===== src/rtl/dft_input_framer.sv =====
// dft_input_framer: validates DFT length on each upstream frame and emits framed sink_* traffic
// through one output register stage, forcing an idle gap after every frame.
module dft_input_framer #(
  parameter int DW      = 18,
  parameter int MIN_GAP = 16
) (
  input  logic          clk,
  input  logic          rst_n,
  input  logic          in_valid,
  output logic          in_ready,
  input  logic          in_sop,
  input  logic [DW-1:0] in_real,
  input  logic [DW-1:0] in_imag,
  input  logic [11:0]   in_dftpts,
  input  logic          in_inverse,
  output logic          sink_valid,
  input  logic          sink_ready,
  output logic          sink_sop,
  output logic          sink_eop,
  output logic [DW-1:0] sink_real,
  output logic [DW-1:0] sink_imag,
  output logic [5:0]    size,
  output logic          inverse,
  output logic          err_pts,
  output logic          err_align
);
  localparam int GW = $clog2(MIN_GAP + 1);
  typedef enum logic [1:0] {IDLE, RUN, DROP, GAP} state_t;
  state_t        state_q;
  logic          alive_q;
  logic [10:0]   pts_q;
  logic [10:0]   cnt_q;
  logic [GW-1:0] gap_q;
  logic [6:0]    lut;
  logic          out_free;
  logic          accept;
  logic          hunting;
  logic          start;
  logic          fwd;
  logic          last;
  // {legal, size code}
  function automatic logic [6:0] size_lut(input logic [11:0] p);
    case (p)
      12'd12:   size_lut = {1'b1, 6'd0};
      12'd24:   size_lut = {1'b1, 6'd1};
      12'd36:   size_lut = {1'b1, 6'd2};
      12'd48:   size_lut = {1'b1, 6'd3};
      12'd60:   size_lut = {1'b1, 6'd4};
      12'd72:   size_lut = {1'b1, 6'd5};
      12'd96:   size_lut = {1'b1, 6'd6};
      12'd108:  size_lut = {1'b1, 6'd7};
      12'd120:  size_lut = {1'b1, 6'd8};
      12'd144:  size_lut = {1'b1, 6'd9};
      12'd180:  size_lut = {1'b1, 6'd10};
      12'd192:  size_lut = {1'b1, 6'd11};
      12'd216:  size_lut = {1'b1, 6'd12};
      12'd240:  size_lut = {1'b1, 6'd13};
      12'd288:  size_lut = {1'b1, 6'd14};
      12'd300:  size_lut = {1'b1, 6'd15};
      12'd324:  size_lut = {1'b1, 6'd16};
      12'd360:  size_lut = {1'b1, 6'd17};
      12'd384:  size_lut = {1'b1, 6'd18};
      12'd432:  size_lut = {1'b1, 6'd19};
      12'd480:  size_lut = {1'b1, 6'd20};
      12'd540:  size_lut = {1'b1, 6'd21};
      12'd576:  size_lut = {1'b1, 6'd22};
      12'd600:  size_lut = {1'b1, 6'd23};
      12'd648:  size_lut = {1'b1, 6'd24};
      12'd720:  size_lut = {1'b1, 6'd25};
      12'd768:  size_lut = {1'b1, 6'd26};
      12'd864:  size_lut = {1'b1, 6'd27};
      12'd900:  size_lut = {1'b1, 6'd28};
      12'd960:  size_lut = {1'b1, 6'd29};
      12'd972:  size_lut = {1'b1, 6'd30};
      12'd1080: size_lut = {1'b1, 6'd31};
      12'd1152: size_lut = {1'b1, 6'd32};
      12'd1200: size_lut = {1'b1, 6'd33};
      default:  size_lut = 7'd0;
    endcase
  endfunction
  assign lut      = size_lut(in_dftpts);
  assign out_free = !sink_valid | sink_ready;
  // alive_q keeps in_ready low while reset is held and until the first clock after release
  assign in_ready = alive_q & (state_q != GAP) & out_free;
  assign accept   = in_valid & in_ready;
  assign hunting  = (state_q == IDLE) | (state_q == DROP);
  assign start    = accept & hunting & in_sop & lut[6];
  assign fwd      = start | (accept & (state_q == RUN));
  assign last     = (state_q == RUN) & (cnt_q == pts_q - 11'd1);
  always_ff @(posedge clk or negedge rst_n) begin
    if (!rst_n) begin
      state_q    <= IDLE;
      alive_q    <= 1'b0;
      pts_q      <= '0;
      cnt_q      <= '0;
      gap_q      <= '0;
      sink_valid <= 1'b0;
      sink_sop   <= 1'b0;
      sink_eop   <= 1'b0;
      sink_real  <= '0;
      sink_imag  <= '0;
      size       <= '0;
      inverse    <= 1'b0;
      err_pts    <= 1'b0;
      err_align  <= 1'b0;
    end else begin
      alive_q   <= 1'b1;
      err_pts   <= accept & hunting & in_sop & !lut[6];
      err_align <= accept & (((state_q == IDLE) & !in_sop) | ((state_q == RUN) & in_sop));
      if (out_free) begin
        sink_valid <= fwd;
        if (fwd) begin
          sink_sop  <= start;
          sink_eop  <= last;
          sink_real <= in_real;
          sink_imag <= in_imag;
        end
      end
      case (state_q)
        IDLE, DROP: if (accept & in_sop) begin
          if (lut[6]) begin
            pts_q   <= in_dftpts[10:0];
            size    <= lut[5:0];
            inverse <= in_inverse;
            cnt_q   <= 11'd1;
            state_q <= RUN;
          end else state_q <= DROP;
        end
        RUN: if (accept) begin
          cnt_q <= cnt_q + 11'd1;
          if (last) begin
            gap_q   <= '0;
            state_q <= GAP;
          end
        end
        // counting begins on the cycle the eop sample actually transfers
        GAP: if (out_free) begin
          if (gap_q == GW'(MIN_GAP - 1)) state_q <= IDLE;
          else gap_q <= gap_q + 1'b1;
        end
        default: state_q <= IDLE;
      endcase
    end
  end
endmodule


===== config.mk =====
export PLATFORM = sky130hd
export DESIGN_NAME = dft_input_framer
export DESIGN_NICKNAME = d
export VERILOG_FILES = /design/src/rtl/dft_input_framer.sv
export SDC_FILE = /design/constraint.sdc
export NUM_CORES = 1
export LEC_CHECK = 0
export ABC_AREA = 0
export CORE_MARGIN = 10
export CORE_UTILIZATION = 30
export CTS_CLUSTER_SIZE = 14
export DETAILED_ROUTE_END_ITERATION = 16
export GPL_TIMING_DRIVEN = 0
export HOLD_SLACK_MARGIN = 0.1
export PLACE_DENSITY = 0.49
export SLEW_MARGIN = 20
export SYNTH_ARGS = -nofsm -noshare
export SYNTH_HDL_FRONTEND = slang
export SYNTH_SLANG_ARGS = --single-unit

===== constraint.sdc =====
create_clock -name clk -period 4.7 [get_ports clk]
set_clock_uncertainty 0.2 [all_clocks]
set_input_delay 1.41 -clock clk [delete_from_list [all_inputs] [get_ports clk]]
set_output_delay 1.41 -clock clk [all_outputs]
set_load 0.02 [all_outputs]

* Word level (Yosys, flattened, before mapping) *
Cells that the tools add are included.

cells by class
  add/sub/neg operators = 3
  multiply operators = 0
  muxes and demuxes = 17
  div/mod/pow operators = 0
  reductions and logical operators = 12
  bitwise operators = 17
  equal/unequal tests = 47
  order comparisons = 0
  shift operators = 0

operator list
  operator                                                                  count
  7-bit one-hot mux with 34 select lines                                    1
  12-bit by 10-bit equality test with 1-bit output (second input constant)  10
  12-bit by 9-bit equality test with 1-bit output (second input constant)   7
  12-bit by 8-bit equality test with 1-bit output (second input constant)   5
  12-bit by 7-bit equality test with 1-bit output (second input constant)   4
  12-bit by 11-bit equality test with 1-bit output (second input constant)  3
  12-bit by 6-bit equality test with 1-bit output (second input constant)   3
  11-bit two-way mux                                                        3
  11-bit one-hot mux with 2 select lines                                    1
  5-bit two-way mux                                                         4
  2-bit inequality test (second input constant)                             8
  1-bit bitwise AND                                                         13
  12-bit by 4-bit equality test with 1-bit output (second input constant)   1
  12-bit by 5-bit equality test with 1-bit output (second input constant)   1
  2-bit two-way mux                                                         6
  11-bit by 1-bit adder with 11-bit output (second input constant)          1
  11-bit equality test                                                      1
  11-bit by 1-bit subtractor with 11-bit output (second input constant)     1
  5-bit one-hot mux with 2 select lines                                     1
  5-bit AND reduction                                                       2
  2-bit one-hot mux with 3 select lines                                     1
  5-bit by 1-bit adder with 5-bit output (second input constant)            1
  5-bit by 4-bit equality test with 1-bit output (second input constant)    1
  2-bit equality test (second input constant)                               2
  other kinds (9)                                                           15

word-level totals
  memories kept = 0
  output and inout port bits = 49
  bits in writable memories = 0
  bits in registers = 78
  latch bits = 0
  input bits = 54
  ROM bits = 0
  word-level logic and storage cells = 110

* Logic depth before layout (Yosys ltp) *
Gate-level depths: netlist of run 1.

  depth after elaboration = 9
  gate-level depth with buffers = 12

* Least setup slack after synthesis of run 1 *
OpenSTA, ideal clock, no wires.

  path type = in2reg
  start point = in in_dftpts[4]
  end point = reg cnt_q[5]
  data required time = 4,375 ps
  buffers on the path = 3
  stages = 10
  slack = 701 ps
  library setup time = 125 ps
  arrival = 3,675 ps
  path through = buf_2 -> or3b_2 -> or2_1 -> o221ai_1 -> a41oi_1 -> and4_4 -> buf_6 -> buf_6 -> nor4b_2 -> mux2_2

on the way
  cells in the longest elaborated chain, start to end = 4
  elaborated cells on any way between the ends = 37
  those cells by class = eq/ne: 35; mux: 1; reduce/logical: 1

ends and longest elaborated chain
  element                                                                         RTL line  text
  start: declaration                                                              14        input logic [11:0] in_dftpts,
  12-bit by 11-bit equality test with 1-bit output, or another cell as far along  43        case (p)
  7-bit one-hot mux with 34 select lines *                                        43
  2-bit inequality test (no source line) *                                        n/a
  4-bit AND reduction (no source line) *                                          n/a
  end signal: assignment                                                          130       cnt_q <= cnt_q + 11'd1;
  end: declaration                                                                32        logic [10:0] cnt_q;

Every way passes the cells marked *; elsewhere a longest branch is shown, timed or not.
A chain may end at the register's enable or synchronous reset.

* Final worst setup path of run 1 *
  start point = in in_dftpts[1]
  end point = reg sink_imag[4]

on the way
  cells in the longest elaborated chain, start to end = 5
  elaborated cells on any way between the ends = 38
  those cells by class = eq/ne: 34; mux: 1; bitwise: 2; reduce/logical: 1

ends and longest elaborated chain
  element                                                                         RTL line  text
  12-bit by 11-bit equality test with 1-bit output, or another cell as far along  43
  7-bit one-hot mux with 34 select lines *                                        43
  1-bit bitwise AND *                                                             87        assign start = accept & hunting & in_sop & lut[6];
  1-bit OR *                                                                      88        assign fwd = start | (accept & (state_q == RUN));
  2-bit AND reduction (no source line) *                                          n/a
  end signal: assignment                                                          116       sink_imag <= in_imag;
  end: declaration                                                                21        output logic [DW-1:0] sink_imag,

Marks and branches as above.

==> results of run 1 <==
cells in the final DEF (no fill, tap or decap), types with 6 or more instances in the layout:
cell type and n:
nor2b_1 10, nand4_1 8, dfrtp_1 78, nor2_1 39, mux2_2 13, xnor2_1 13
mux2_4 36, o31ai_1 7, nand2_1 21, or4_1 14, o21ai_0 16, nand2b_1 6
nand3b_1 6, and3_1 7, a31oi_1 7, inv_1 11, clkdlybuf4s50_1 97, a21oi_1 13
clkbuf_16 9, nand3_1 16, clkbuf_1 10, buf_2 9
sequential cells by signal (all words and copies together), names as in the netlist:
| signal | count |
|---|---|
| sink_sop | 1 |
| state_q | 2 |
| sink_imag | 18 |
| gap_q | 5 |
| err_pts | 1 |
| sink_valid | 1 |
| sink_eop | 1 |
| size | 6 |
| inverse | 1 |
| sink_real | 18 |
| err_align | 1 |
| pts_q | 11 |
| cnt_q | 11 |
| alive_q | 1 |
routing by layer:
layer / up-vias / share of wire [%]
li1: 1912 / -
met1: 1964 / 48
met2: 163 / 43
met3: 23 / 6.8
met4: 0 / 2.1
met5: - / 0
cell type report:
| class | count | area, sq um |
|---|---|---|
| Sequential cell | 78 | 1950 |
| Timing Repair Buffer | 100 | 1020 |
| Clock buffer | 11 | 243 |
| Fill cell | 1559 | 9290 |
| Clock inverter | 5 | 58.8 |
| Buffer | 29 | 196 |
| Tap cell | 216 | 270 |
| Inverter | 11 | 41.3 |
| Multi-Input combinational cell | 334 | 2650 |
power groups by stage:
stage                     sequential, uW  clock [uW]  combinational [uW]
after global routing                 820         764                 577
final                                810         709                 538
after floorplan                      884           0                 224
after CTS                            810         735                 538
after detailed placement             821           0                 534
after global placement               818           0                 531
kinds of logic after synthesis:
| group | count (synthesis) | share of synthesized area, % |
|---|---|---|
| buffers and inverters | 40 | 4.96 |
| muxes | 53 | 15.3 |
| xor gates and xnor gates | 18 | 3.31 |
| DFF | 78 | 40.9 |
| adders and majority gates | 4 | 1.05 |
| and+or+nand+nor | 181 | 23.0 |
| AOI/OAI and AO/OA | 77 | 11.3 |
| other | 1 | 0.0787 |
worst paths after layout:
| path | end | slack (ns) | depth (start not counted) |
|---|---|---|---|
| max | sink_imag[4]$_DFFE_PN0P_ | 0.15 | 11 |
| min | sink_sop$_DFFE_PN0P_ | 0.28 | 1 |
| max reg2reg | gap_q[1]$_DFFE_PN0P_ | 1.27 | 10 |
| min reg2reg | sink_sop$_DFFE_PN0P_ | 0.28 | 1 |
| max in group asynchronous | pts_q[8]$_DFFE_PN0P_ | 2.88 | 2 |
| min in group asynchronous | sink_imag[2]$_DFFE_PN0P_ | 0.84 | 1 |
metrics by stage:
step           total power, uW  instances  instance area [sq um]
2_1_floorplan             1110        452                   4770
4_1_cts                   2080        784                   6380
3_5_place_dp              1360        768                   6050
6_report                  2060        784                   6430
3_3_place_gp              1350        767                   6030
5_1_grt                   2160        784                   6430
==> results.tsv, run 1 <==
metric	value	unit
Crit Path Category	input pin to register	
post-CTS setup buffers	0	
Comb pwr share	26.1	%
Pre-Repair DR Iteration Count	5	
clk slew on worst S/H paths	0.06	ns
Clk Latency, worst-skew pair	0.34	ns
H-Tree Depth	3	
Worst Path Max Fanout	10	
largest net degree at the start of global routing	43	
ys flop type	dfrtp_1	
max-cap check violation count	0	
status	completed	
hpwl dp	10600	um
max_slew headroom	49.3	%
GP Congestion	0.903	
DRC marker count from the first detailed-route iteration	279	
fin crit period	4.55	ns
synthesized area	4770	sq um
vias in the first global route	4048	
Initial Util	30.3	%
Mapped Nets	510	
CP max stage delay	0.72	ns
hold_sp	sink_sop$_DFFE_PN0P_	
worst min path class	register to register	
GR peak layer	met2	
top-area cell type share of the netlist area	40.9	%
Die Wd	146	um
WL/cell	18.0	um
CTS root buffer	clkbuf_16	
final setup fails	0	
met2 Use GR	19.6	%
NetSw	591	uW
GRT Util Overall	13.3	%
Post-synth top cells	dfrtp_1, nor2_1, mux2_4	
final hold vios	0	
Final Cycle Share	96.8	%
CP arrival	4.57	ns
Static Leak	0.00270	uW
IO buf count	99	
Setup WS post-layout	0.150	ns
met1 Resource Use GR	17.9	%
Bufs and invs on worst path	4	
Ant. Diodes	0	
Overflow after GRT	0	
Ports	103	
Post-DRT Antenna Nets	0	
clk sink count	78	
Synth async-reset ratio	100	%
Row Count	46	
synth top area cells	dfrtp_1, mux2_4, mux2_2	
RSZ-0062 raised after global routing	no	
Area Overhead vs Synth	34.8	%
initial antenna violation count	0	
Worst Setup SP	in_dftpts[1]	
Tightest Pin Transition	0.750	ns
critical-path cell list	clkdlybuf4s50_1, or4_1, nor4_2, or4_1, nor3_4, and4_4, buf_6, nand2b_4, buf_6, buf_8, mux2_4	
Global Route met3 Usage	4.20	%
Slowest cell on crit path	clkdlybuf4s50_1	
post-synth top area cell	dfrtp_1	
Worst path top cell family by delay	simple AND/OR/NAND/NOR gates	
total number of vias	4062	
CP endpoint kind	register	
sequential share of power	39.4	%
Worst setup SP type	input pin	
Post-layout nets	621	
Post-Route WL	14100	um
Syn Area/Cell	10.5	sq um
sequential-to-total area share from yosys stat	40.9	%
worst r2r src	pts_q[0]$_DFFE_PN0P_	
Via density	5.18	
hold-fix buffers at CTS	0	
Max VDD drop	0.000151	V
Final Util	40.9	%
TritonCTS Buffers	9	
worst path required time	4.72	ns
most common cell in the netlist	dfrtp_1	
DRC Markers	0	
P_int	1470	uW
worst slack, placed	-0.518	ns
synthesized instance count	452	
Final Max Tran Viols	0	
Seq cells post-synth	78	
clock tree buffer depth	2	
Cell Pwr Density	320	nW/um^2
Placeable Area	15700	sq um
Total Die Area	21300	sq um
EDFF count, synth	0	
hold slack	0.285	ns
chip height	146	um
post-CTS sizing	4	
CTS tree	done	
setup TNS	0	ns
sw frac	28.7	%
post-synth cell types	76	
synth warn	0	
fmax	220	MHz
first-pass GRT wire length	23100	um
layout cell share with drive strength beyond 1	19.4	%
Clock power frac	34.5	%
(Power assumes the default switching activity.)
==> inputs of run 2 (changes only) <==
- CORE_ASPECT_RATIO: not set -> 0.7
==> run 2 against run 1 <==
Sequential share of layout area about the same. Combinational power about the same. Critical path depth increased by 1. Cell area about the same. Count of clock-buffer cells in the layout decreased by 2. First-iteration DRC count increased by 4.7%. Sequential power about the same. Clock power decreased by 3.8%. Core utilization increased by 0.39 points. Global-route usage increased by 0.22 points. Worst hold slack got worse by 0.0054 ns. Critical endpoint is now sink_real[3]$_DFFE_PN0P_. Highest routed layer unchanged.
==> results.tsv, run 2 (same netlist as run 1, synthesis figures left out) <==
metric	value	unit
Area Overhead vs Synth	34.7	%
GP Congestion	0.960	
CTS root buffer	clkbuf_16	
Via density	5.29	
final hold vios	0	
max_slew headroom	56.0	%
layout cell share with drive strength beyond 1	19.9	%
clk slew on worst S/H paths	0.07	ns
Ant. Diodes	0	
area of the multi-input gates	2660	sq um
Final Cycle Share	98.2	%
Post-DRT Antenna Nets	0	
fin crit period	4.61	ns
Final Max Tran Viols	0	
Overflow after GRT	0	
total number of vias	4063	
WL/cell	19.3	um
final setup fails	0	
clock tree buffer depth	2	
largest net degree at the start of global routing	51	
chip height	125	um
hold-fix buffers at CTS	0	
DRC Markers	0	
flip-flop and latch area	1950	sq um
commonest non-fill, non-tap cells in the layout	clkdlybuf4s50_1, dfrtp_1, nor2_1, mux2_4, nand2_1	
TritonCTS Buffers	9	
first-pass GRT wire length	23200	um
Post-layout nets	621	
worst slack, placed	-0.453	ns
Worst setup SP type	input pin	
DRC marker count from the first detailed-route iteration	292	
commonest non-fill, non-tap cell in the layout	clkdlybuf4s50_1	
post-route non-filler standard cell count	768	
Regs by FF count	sink_imag x18, sink_real x18	
CP endpoint kind	register	
placed insts	752	
Crit Path Category	input pin to register	
Pre-Repair DR Iteration Count	5	
Row Count	38	
Tightest Pin Transition	0.654	ns
fillers	1480	
clk sink count	78	
Initial Util	30.7	%
worst path required time	4.73	ns
Max VDD drop	0.000156	V
worst min path class	register to register	
RSZ-0062 raised after global routing	no	
Post-Route WL	14800	um
CTS tree	done	
Ports	103	
Total Die Area	21400	sq um
final instance area	6420	sq um
Placeable Area	15500	sq um
fmax	217	MHz
hpwl dp	11400	um
Setup WS post-layout	0.0852	ns
status	completed	
initial antenna violation count	0	
Worst Path Max Fanout	10	
Static Leak	0.00273	uW
IO buf count	99	
Cell Pwr Density	317	nW/um^2
Clk Latency, worst-skew pair	0.34	ns
vias in the first global route	4012	
CP arrival	4.64	ns
GRT Util Overall	13.5	%
area of placed instances	6040	sq um
Die Wd	171	um
max-cap check violation count	0	
H-Tree Depth	3	
run 2: cell count changes in the layout (fill, tap and decap cells not counted), moves of 2 or more:
cell | before | now
nor4b_1 | 3 | 1
clkdlybuf4s50_1 | 97 | 94
inv_6 | 0 | 3
dlymetal6s2s_1 | 1 | 4
nor4b_2 | 1 | 3
nor4_2 | 4 | 2
run 2: layout make-up:
class | instances | share of cell area [%]
multi-input cells | 334 | 41.5
flip-flops and latches | 78 | 30.4
repair buffers | 100 | 16.0
well taps | 200 | 3.90
clock buffers | 9 | 3.51
plain buffers | 29 | 3.08
clock inverters | 7 | 1.03
inverters | 11 | 0.643
run 2: final timing paths:
kind | slack [ns] | cells past startpoint | endpoint | startpoint
hold reg to reg | 0.28 | 1 | sink_sop$_DFFE_PN0P_ | sink_sop$_DFFE_PN0P_
min in group asynchronous | 0.79 | 1 | sink_imag[6]$_DFFE_PN0P_ | rst_n
max in group asynchronous | 2.92 | 2 | cnt_q[10]$_DFFE_PN0P_ | rst_n
setup reg to reg | 1.23 | 10 | gap_q[0]$_DFFE_PN0P_ | pts_q[0]$_DFFE_PN0P_
setup / recovery | 0.09 | 12 | sink_real[3]$_DFFE_PN0P_ | in_dftpts[6]
hold / removal | 0.28 | 1 | sink_sop$_DFFE_PN0P_ | sink_sop$_DFFE_PN0P_
run 2: what timing repair did:
| action | CTS | global route |
|---|---|---|
| setup endpoints to repair | 17 | 52 |
| gates resized for setup | 4 | 14 |
| setup buffers | 0 | 0 |
run 2: power by group:
part           internal, uW  leakage [uW]  total, uW  switching, uW
clock network           369      0.000136        682            313
registers               750      0.000973        812           62.1
logic                   289       0.00162        541            252
total                  1410       0.00273       2030            627
run 2: layer usage:
| metal | global-route usage [%] | vias up | wire (um) |
|---|---|---|---|
| met5 | 0 | - | 0 |
| met4 | 2.93 | 0 | 116 |
| met3 | 3.84 | 11 | 1040 |
| met2 | 20.0 | 112 | 6580 |
| met1 | 19.0 | 2035 | 7110 |
| li1 | - | 1905 | - |
run 2: metrics by stage:
step / power, uW / util [%] / TNS [ns] / hold WS (ns)
5_1_grt: 2140 / 41.3 / 0 / 0.313
4_1_cts: 2060 / 40.9 / 0 / 0.283
6_report: 2030 / 41.3 / 0 / 0.280
3_5_place_dp: 1360 / 38.8 / -17.38 / 0.267
3_3_place_gp: 1350 / 38.6 / -103.59 / 0.270
2_1_floorplan: 1110 / - / 0 / 0.264
run 2: critical path: stages:
cell,delay (ns)
clkdlybuf4s50_1,0.48
buf_2,0.22
and2_1,0.24
nor4b_1,0.19
or4_1,0.54
nor3_4,0.38
and4_4,0.29
buf_6,0.13
nand2b_4,0.12
buf_6,0.14
buf_6,0.17
mux2_4,0.31
